File: src/rtl/wb_arb_pkg.sv
// Shared types and helpers for the dual-master Wishbone arbiter.
`timescale 1ns/1ps
package wb_arb_pkg;

   typedef enum logic [1:0] {
      ARB_IDLE = 2'd0,
      ARB_GNT0 = 2'd1,
      ARB_GNT1 = 2'd2
   } arb_state_t;

   localparam int unsigned DEFAULT_TIMEOUT_CYCLES = 255;

   // Timeout counter width, $clog2(TIMEOUT_CYCLES+1), never narrower than one bit
   function automatic int unsigned tmo_cnt_width(input int unsigned cycles);
      return (cycles == 0) ? 1 : $clog2(cycles + 1);
   endfunction

endpackage

File: src/rtl/wb_arb_timeout.sv
// Stall watchdog: counts stb-without-ack cycles and flags expiry on the last one.
`timescale 1ns/1ps
module wb_arb_timeout
   import wb_arb_pkg::*;
#(
   parameter int unsigned TIMEOUT_CYCLES = DEFAULT_TIMEOUT_CYCLES
)(
   input  logic clk,
   input  logic rst_n,
   input  logic en,
   input  logic clr,
   output logic expire
);

   if (TIMEOUT_CYCLES == 0) begin : g_off
      logic unused_tie;
      assign unused_tie = ^{clk, rst_n, en, clr};
      assign expire     = 1'b0;
   end else begin : g_on
      localparam int unsigned    CNT_W = tmo_cnt_width(TIMEOUT_CYCLES);
      localparam logic [CNT_W-1:0] LAST = CNT_W'(TIMEOUT_CYCLES - 1);

      logic [CNT_W-1:0] cnt;

      // An ack in the final cycle clears instead of expiring, so ack wins
      assign expire = en && !clr && (cnt == LAST);

      // Count stalled cycles; any ack, idle stb or abort restarts from zero
      always_ff @(posedge clk) begin
         if (!rst_n || clr || !en || expire) begin
            cnt <= '0;
         end else begin
            cnt <= cnt + CNT_W'(1);
         end
      end
   end

endmodule

File: src/rtl/wb_dual_master_arbiter.sv
// Round-robin arbiter sharing one Wishbone classic slave between two masters.
//
//   state    | meaning
//   ---------+------------------------------------------------------------
//   ARB_IDLE | no owner; all s_* low; arbitrate requests for next cycle
//   ARB_GNT0 | m0 owns the slave until m0_cyc drops or the stall aborts
//   ARB_GNT1 | m1 owns the slave until m1_cyc drops or the stall aborts
`timescale 1ns/1ps
module wb_dual_master_arbiter
   import wb_arb_pkg::*;
#(
   parameter int unsigned ADDR_WIDTH     = 32,
   parameter int unsigned DATA_WIDTH     = 32,
   parameter int unsigned TIMEOUT_CYCLES = DEFAULT_TIMEOUT_CYCLES
)(
   input  logic                    clk,
   input  logic                    rst_n,
   input  logic                    m0_cyc,
   input  logic                    m0_stb,
   input  logic                    m0_we,
   input  logic [DATA_WIDTH/8-1:0] m0_wstrb,
   input  logic [ADDR_WIDTH-1:0]   m0_adr,
   input  logic [DATA_WIDTH-1:0]   m0_dat_w,
   output logic [DATA_WIDTH-1:0]   m0_dat_r,
   output logic                    m0_ack,
   output logic                    m0_err,
   input  logic                    m1_cyc,
   input  logic                    m1_stb,
   input  logic                    m1_we,
   input  logic [DATA_WIDTH/8-1:0] m1_wstrb,
   input  logic [ADDR_WIDTH-1:0]   m1_adr,
   input  logic [DATA_WIDTH-1:0]   m1_dat_w,
   output logic [DATA_WIDTH-1:0]   m1_dat_r,
   output logic                    m1_ack,
   output logic                    m1_err,
   output logic                    s_cyc,
   output logic                    s_stb,
   output logic                    s_we,
   output logic [DATA_WIDTH/8-1:0] s_wstrb,
   output logic [ADDR_WIDTH-1:0]   s_adr,
   output logic [DATA_WIDTH-1:0]   s_dat_w,
   input  logic [DATA_WIDTH-1:0]   s_dat_r,
   input  logic                    s_ack,
   output logic                    timeout_o
);

   arb_state_t state, state_nxt;
   logic       last_grant;
   logic       req0, req1;
   logic       gnt0, gnt1;
   logic       expire;

   assign req0 = m0_cyc & m0_stb;
   assign req1 = m1_cyc & m1_stb;
   assign gnt0 = (state == ARB_GNT0);
   assign gnt1 = (state == ARB_GNT1);

   wb_arb_timeout #(
      .TIMEOUT_CYCLES (TIMEOUT_CYCLES)
   ) u_timeout (
      .clk    (clk),
      .rst_n  (rst_n),
      .en     (s_stb),
      .clr    (!(gnt0 || gnt1) || s_ack),
      .expire (expire)
   );

   // Arbitration: ties go to whichever master did not own the bus last
   always_comb begin
      state_nxt = state;
      case (state)
         ARB_IDLE: begin
            if (req0 && (!req1 || last_grant)) begin
               state_nxt = ARB_GNT0;
            end else if (req1) begin
               state_nxt = ARB_GNT1;
            end
         end
         ARB_GNT0: if (!m0_cyc || expire) state_nxt = ARB_IDLE;
         ARB_GNT1: if (!m1_cyc || expire) state_nxt = ARB_IDLE;
         default:  state_nxt = ARB_IDLE;
      endcase
   end

   // State and last-owner registers; last_grant=1 lets m0 win the first tie
   always_ff @(posedge clk) begin
      if (!rst_n) begin
         state      <= ARB_IDLE;
         last_grant <= 1'b1;
      end else begin
         state <= state_nxt;
         if (state == ARB_IDLE && state_nxt == ARB_GNT0) begin
            last_grant <= 1'b0;
         end else if (state == ARB_IDLE && state_nxt == ARB_GNT1) begin
            last_grant <= 1'b1;
         end
      end
   end

   // Slave-side mux; cyc follows the owner combinationally so release is immediate
   always_comb begin
      s_cyc   = 1'b0;
      s_stb   = 1'b0;
      s_we    = 1'b0;
      s_wstrb = '0;
      s_adr   = '0;
      s_dat_w = '0;
      if (gnt0) begin
         s_cyc   = m0_cyc;
         s_stb   = m0_stb;
         s_we    = m0_we;
         s_wstrb = m0_wstrb;
         s_adr   = m0_adr;
         s_dat_w = m0_dat_w;
      end else if (gnt1) begin
         s_cyc   = m1_cyc;
         s_stb   = m1_stb;
         s_we    = m1_we;
         s_wstrb = m1_wstrb;
         s_adr   = m1_adr;
         s_dat_w = m1_dat_w;
      end
   end

   assign m0_ack    = gnt0 & s_ack;
   assign m1_ack    = gnt1 & s_ack;
   assign m0_err    = gnt0 & expire;
   assign m1_err    = gnt1 & expire;
   assign m0_dat_r  = s_dat_r;
   assign m1_dat_r  = s_dat_r;
   assign timeout_o = expire;

endmodule
File: config.mk
export PLATFORM = sky130hd
export DESIGN_NAME = wb_dual_master_arbiter
export DESIGN_NICKNAME = d
export VERILOG_FILES = /design/src/rtl/wb_arb_pkg.sv /design/src/rtl/wb_arb_timeout.sv /design/src/rtl/wb_dual_master_arbiter.sv
export SDC_FILE = /design/constraint.sdc
export NUM_CORES = 1
export LEC_CHECK = 0
export ABC_AREA = 1
export BUFFER_PORTS_ARGS = -buffer_cell sky130_fd_sc_hd__buf_2
export CAP_MARGIN = 20
export CORE_AREA = 5 5 119 121
export CTS_BUF_LIST = sky130_fd_sc_hd__clkbuf_4 sky130_fd_sc_hd__clkbuf_8
export DETAILED_ROUTE_END_ITERATION = 7
export DIE_AREA = 0 0 124 126
export SLEW_MARGIN = 25
export SYNTH_ARGS = -nofsm -noshare
export SYNTH_HDL_FRONTEND = slang
export SYNTH_SLANG_ARGS = --single-unit
File: constraint.sdc
create_clock -name clk -period 1.8 [get_ports clk]
set_input_delay 0 -clock clk [delete_from_list [all_inputs] [get_ports clk]]
set_output_delay 0 -clock clk [all_outputs]
set_load 0.02 [all_outputs]
Word level (Yosys, flattened, before mapping)
Index checks and enable logic that the tools add are counted.
{"block": "totals", "regBits": 11, "inputBits": 177, "out_inout_bits": 140, "wordCells": 56}
{"block": "op_classes", "add_sub_neg": 1, "eq_ne": 5, "muxes": 19, "bitwise": 6, "reduce_logical": 22}
{"op": "32-bit 2-to-1 mux", "n": 4}
{"op": "8-bit by 1-bit adder with 8-bit output, second input constant", "n": 1}
{"op": "8-bit equality test, second input constant", "n": 1}
{"op": "1-bit logical OR", "n": 8}
{"op": "1-bit 2-to-1 mux", "n": 8}
{"op": "2-bit 2-to-1 mux", "n": 4}
{"op": "4-bit 2-to-1 mux", "n": 2}
{"op": "1-bit logical NOT", "n": 7}
{"op": "1-bit AND", "n": 6}
{"op": "2-bit case mux with 3 select lines", "n": 1}
{"op": "1-bit logical AND", "n": 5}
{"op": "2-bit by 1-bit equality test with 1-bit output, second input constant", "n": 2}
{"op": "2-bit equality test, second input constant", "n": 2}
{"op": "2-bit logical NOT", "n": 1}
{"op": "2-bit nonzero test", "n": 1}

Logic depth before layout (Yosys ltp)
{"block": "depth", "word_depth": 14, "mapped_depth": 13, "ltp_nobuf": 12}

By module
Synthesis repeated with hierarchy kept, for this count alone.
{"block": "hier_totals", "cells_unflattened": 401, "area_unflattened_um2": 2193.4}
{"mod": "wb_dual_master_arbiter", "n_inst": 1, "cells_each": 348, "area_per_inst_um2": 1759.2, "seq_area_each_um2": 60.1}
{"mod": "wb_arb_timeout", "n_inst": 1, "cells_each": 53, "area_per_inst_um2": 434.2, "seq_area_each_um2": 160.2}

Worst setup path before layout
Ideal clock, no wire load.
{"block": "synth_timing", "path_type": "register -> register", "start": "register state[0]", "end": "register last_grant", "setup_time_ns": 0.120, "arrival_ns": 1.393, "required_ns": 1.680, "slack_ns": 0.287, "path_stages_with_launch": 12, "n_path_buf": 0, "period_less_slack_ns": 1.513, "cell_sequence": "dfxtp_1 inv_1 ha_1 inv_1 nor2_1 nand3_4 o21ai_1 nand2_1 nand2_2 nand2_1 nand2_1 nand3_1"}
{"block": "synth_via", "elab_chain_len": 13, "elab_cells_between_ends": 24, "cone_classes": "4 x eq/ne; 8 x mux; 12 x reduce/logical"}
{"item": "start: declaration", "line_no": "wb_dual_master_arbiter.sv:47", "source": "arb_state_t state, state_nxt;"}
{"item": "start signal: assignment", "line_no": "wb_dual_master_arbiter.sv:91", "source": "state <= state_nxt;"}
{"item": "2-bit by 1-bit equality test with 1-bit output or 2-bit equality test (tied branches)", "line_no": "wb_dual_master_arbiter.sv:55, wb_dual_master_arbiter.sv:71, wb_dual_master_arbiter.sv:56"}
{"item": "1-bit logical OR", "line_no": "wb_dual_master_arbiter.sv:64", "source": ".clr (!(gnt0 || gnt1) || s_ack),"}
{"item": "1-bit logical NOT", "line_no": "wb_dual_master_arbiter.sv:64"}
{"item": "1-bit logical OR", "line_no": "wb_dual_master_arbiter.sv:64"}
{"item": "1-bit logical NOT", "line_no": "wb_arb_timeout.sv:26", "source": "assign expire = en && !clr && (cnt == LAST);"}
{"item": "1-bit logical AND (2 in a row)", "line_no": "wb_arb_timeout.sv:26"}
{"item": "1-bit logical OR, on equally long branches", "line_no": "wb_dual_master_arbiter.sv:80, wb_dual_master_arbiter.sv:79"}
{"item": "2-bit 2-to-1 mux, on equally long branches", "line_no": "wb_dual_master_arbiter.sv:80, wb_dual_master_arbiter.sv:79"}
{"item": "2-bit case mux with 3 select lines", "line_no": "wb_dual_master_arbiter.sv:71", "source": "case (state)"}
{"item": "2-bit by 1-bit equality test with 1-bit output or 2-bit equality test (tied branches)", "line_no": "wb_dual_master_arbiter.sv:92, wb_dual_master_arbiter.sv:94"}
{"item": "1-bit logical AND, on equally long branches", "line_no": "wb_dual_master_arbiter.sv:92, wb_dual_master_arbiter.sv:94"}
{"item": "1-bit 2-to-1 mux or 2-bit nonzero test (tied branches)"}
{"item": "end signal: assignment", "line_no": "wb_dual_master_arbiter.sv:89", "source": "last_grant <= 1'b1;"}
{"item": "end signal: assignment", "line_no": "wb_dual_master_arbiter.sv:93", "source": "last_grant <= 1'b0;"}
{"item": "end signal: assignment", "line_no": "wb_dual_master_arbiter.sv:95", "source": "last_grant <= 1'b1;"}
{"item": "end: declaration", "line_no": "wb_dual_master_arbiter.sv:48", "source": "logic last_grant;"}
Parallel ways exist; a longest one is shown, timed or not.
A chain may end at the register's enable or synchronous reset.

Worst setup path after layout
{"block": "layout_timing", "start": "register state[0]", "end": "output s_dat_w[20]"}
{"block": "layout_via", "elab_chain_len": 3, "elab_cells_between_ends": 4, "cone_classes": "2 x eq/ne; 2 x mux"}
{"item": "2-bit equality test", "line_no": "wb_dual_master_arbiter.sv:56", "source": "assign gnt1 = (state == ARB_GNT1);"}
{"item": "32-bit 2-to-1 mux", "line_no": "wb_dual_master_arbiter.sv:115", "source": "end else if (gnt1) begin"}
{"item": "32-bit 2-to-1 mux (*)", "line_no": "wb_dual_master_arbiter.sv:108", "source": "if (gnt0) begin"}
{"item": "end: declaration", "line_no": "wb_dual_master_arbiter.sv:41", "source": "output logic [DATA_WIDTH-1:0] s_dat_w,"}
Mark *: on every way between the ends. The rest lies on a longest branch, timed or not.

==> results.sh <==
export IMPL_diodes=0
export IMPL_pin_count=317
export IMPL_internal_power_uw=709.5
export IMPL_yosys_warnings=0
export IMPL_gr_total_overflow=0
export IMPL_tns_ns=0
export IMPL_whs_ns=0.000009966
export IMPL_nFillCells=1546
export IMPL_ys_top_cells_by_count="165 x nand2_1, 75 x nand3_1, 66 x buf_4, 20 x clkbuf_1, 18 x inv_1"
export IMPL_clk_latency_ns=0.24
export IMPL_final_max_slew_viol_count=0
export IMPL_drc=0
export IMPL_final_util=0.2341
export IMPL_async_flop_share=0
export IMPL_first_pass_iters=4
export IMPL_vias_per_cell=3.978
export IMPL_ys_flop_type="dfxtp_1"
export IMPL_htreeDepth=1
export IMPL_hold_class="in -> out"
export IMPL_clk_path_buf_depth=2
export IMPL_cts_setup_buffers=0
export IMPL_power_frac_seq=0.197
export IMPL_cts_tree="yes"
export IMPL_clock_skew_ns=0.004805
export IMPL_grt_max_degree=40
export IMPL_cellLeakagePower_nw=1.976
export IMPL_timing_final_ws_setup_ns=0.09008
export IMPL_antenna_found_initial=1
export IMPL_startpoint="state[0]$_SDFF_PN0_"
export IMPL_grtUsageTotal=0.1023
export IMPL_dr_first_iter_drc_count=82
export IMPL_grt_pass1_vias=2658
export IMPL_period_needed_ns=1.710
export IMPL_yosys_top_cells_area="nand2_1 29%, buf_4 23%, nand3_1 17%"
export IMPL_fmax_mhz=584.8
export IMPL_cts_buffers=3
export IMPL_swShare=0.4586
export IMPL_setup_viol=0
export IMPL_synth_area_per_cell_sq_um=5.400
export IMPL_synth_seq_cells=11
export IMPL_timing_hold_violations_final=0
export IMPL_power_density_nw_per_um2=431.2
export IMPL_grt_first_pass_wirelength_mm=13.18
export IMPL_p_switching_uw=601.0
export IMPL_die_area_sq_um=15620
export IMPL_crit_required_ns=1.80
export IMPL_synth_cell_types=23
export IMPL_clkTransAtPathRegs_ns=0.05
export IMPL_max_slew_margin=0.7439
export IMPL_row_count=42
export IMPL_regToRegStartpoint="state[0]$_SDFF_PN0_"
export IMPL_crit_type="reg -> out"
export IMPL_wl_per_cell_um=12.62
export IMPL_end_kind="primary output"
export IMPL_status="complete, no violations"
export IMPL_routed_wl_mm=9.076
export IMPL_hpwl_mm=7.635
export IMPL_synth_cells=399
export IMPL_preCtsSetupSlack_ns=0.1513
export IMPL_cp_start_kind="register"
export IMPL_rsz0062_at_grt="true"
export IMPL_initial_core_util=0.1660
export IMPL_critical_path_slowest_cell="buf_4"
export IMPL_fp_dieH_um=126
export IMPL_ir_drop_v=0.0003839
export IMPL_cp_num_buf_inv=3
export IMPL_drtAntennaViolNets=0
export IMPL_clock_sinks=11
export IMPL_drive_above_1_share=0.4530
export IMPL_yosysTopAreaCellShare=0.2875
export IMPL_synth_nets=582
export IMPL_core_area_sq_um=12980
export IMPL_ys_seq_area_frac=0.1022
export IMPL_tightest_slew_ns=0.3841
export IMPL_cp_max_fo=33
export IMPL_cp_top_family="buffers and inverters"
export IMPL_yosysMostFrequentCell="nand2_1"
export IMPL_yosysTopAreaCell="nand2_1"
export IMPL_p_comb_frac=0.612
export IMPL_gp_congestion=0.7907
export IMPL_cap_viol_max_count=0
export IMPL_synthToLayoutAreaGrowth_pct=41.06
export IMPL_vias=2860
export IMPL_crit_path_cell_trace="inv_1 > ha_2 > buf_4 > nand3_1 > nand2_1 > buf_2"
export IMPL_cts_root_buffer="clkbuf_8"
export IMPL_cpPeakStageDelay_ns=0.36
export IMPL_min_period_over_period=0.9500
export IMPL_hp_start="s_dat_r[21]"
export IMPL_synth_area_sq_um=2155
export IMPL_crit_arrival_ns=1.71
export IMPL_synth_edf_count=0
export IMPL_die_w_um=124
export IMPL_final_nets=727
export IMPL_port_buffers=220
export IMPL_p_clk_frac=0.191
-- metal layers --
| layer | share of wire | track usage |
|---|---|---|
| met1 | 0.40 | 0.1258 |
| met2 | 0.45 | 0.1702 |
| met3 | 0.12 | 0.03004 |
| met4 | 0.029 | 0.03286 |
| met5 | 0.0014 | 0 |
-- power by group through the flow --
stage,clock [mW],combinational (mW),sequential [mW]
CTS,0.263,0.805,0.258
global route,0.279,0.883,0.260
finish,0.250,0.802,0.258
floorplan,0,0.650,0.262
detailed placement,0,0.801,0.263
global placement,0,0.803,0.263
-- per-stage QoR --
| stage | power (mW) | std cells | area [sq um] |
|---|---|---|---|
| floorplan | 0.9111 | 399 | 2155 |
| global placement | 1.066 | 714 | 2964 |
| detailed placement | 1.064 | 714 | 2964 |
| CTS | 1.327 | 719 | 3020 |
| global route | 1.422 | 719 | 3039 |
| finish | 1.310 | 719 | 3039 |
-- path summary, 6_finish.rpt --
kind	end	slack, ns	cells past startpoint
worst max-delay path	s_dat_w[20]	0.09	6
worst min-delay path	m0_dat_r[21]	0.00001	0
worst max register to register	last_grant$_SDFFE_PN1P_	0.27	11
worst min register to register	u_timeout.g_on.cnt[0]$_SDFF_PP0_	0.46	1
-- flip-flops by register name, summed over array words and instances (netlist names) --
| name | cells |
|---|---|
| last_grant | 1 |
| state | 2 |
| u_timeout.g_on.cnt | 8 |
-- cell type report --
class	count	area, sq um	area share
Clock buffer	3	41.29	0.01359
Clock inverter	1	5.005	0.001647
Inverter	21	78.83	0.02594
Multi-Input combinational cell	280	1289	0.4240
Sequential cell	11	221.5	0.07287
Tap cell	176	220.2	0.07246
Timing Repair Buffer	227	1184	0.3895
-- repair_timing --
item / CTS / global route
resized for setup: 0 / 6
setup endpoints to repair: 0 / 57
endpoints found under the hold margin: 1 / 0
hold buffers: 1 / 0
-- logic make-up after synthesis --
group / after synthesis / share of synthesized area
flip-flops: 11 / 0.1022
adder cells (fa/ha/maj): 6 / 0.03484
AO/OA/AOI/OAI: 4 / 0.009287
buffers and inverters: 108 / 0.3031
AND/OR/NAND/NOR: 266 / 0.5343
XOR/XNOR: 4 / 0.01626
-- layout by cell type, fill, tap and decap left out --
cell	Yosys	layout
xnor2_1	1	1
clkinv_2	0	1
clkbuf_8	0	3
buf_6	0	2
nand3_1	75	75
o21ai_1	1	1
a21oi_1	1	1
buf_4	66	2
nor2_2	2	3
nand2_4	2	2
buf_12	0	1
xor2_1	3	3
nor3b_2	1	1
dfxtp_1	11	10
buf_8	0	1
buf_2	0	220
nor2_1	14	13
clkinv_1	1	1
nand3_4	1	1
nand2_2	3	3
nor3_1	2	2
dfxtp_2	0	1
inv_1	18	18
nand3_2	1	1
dlygate4sd3_1	0	1
o21ai_0	2	2
ha_2	0	2
nand2_1	165	165
ha_1	6	4
inv_2	2	2
No activity file was read; power rests on OpenSTA's default activity.
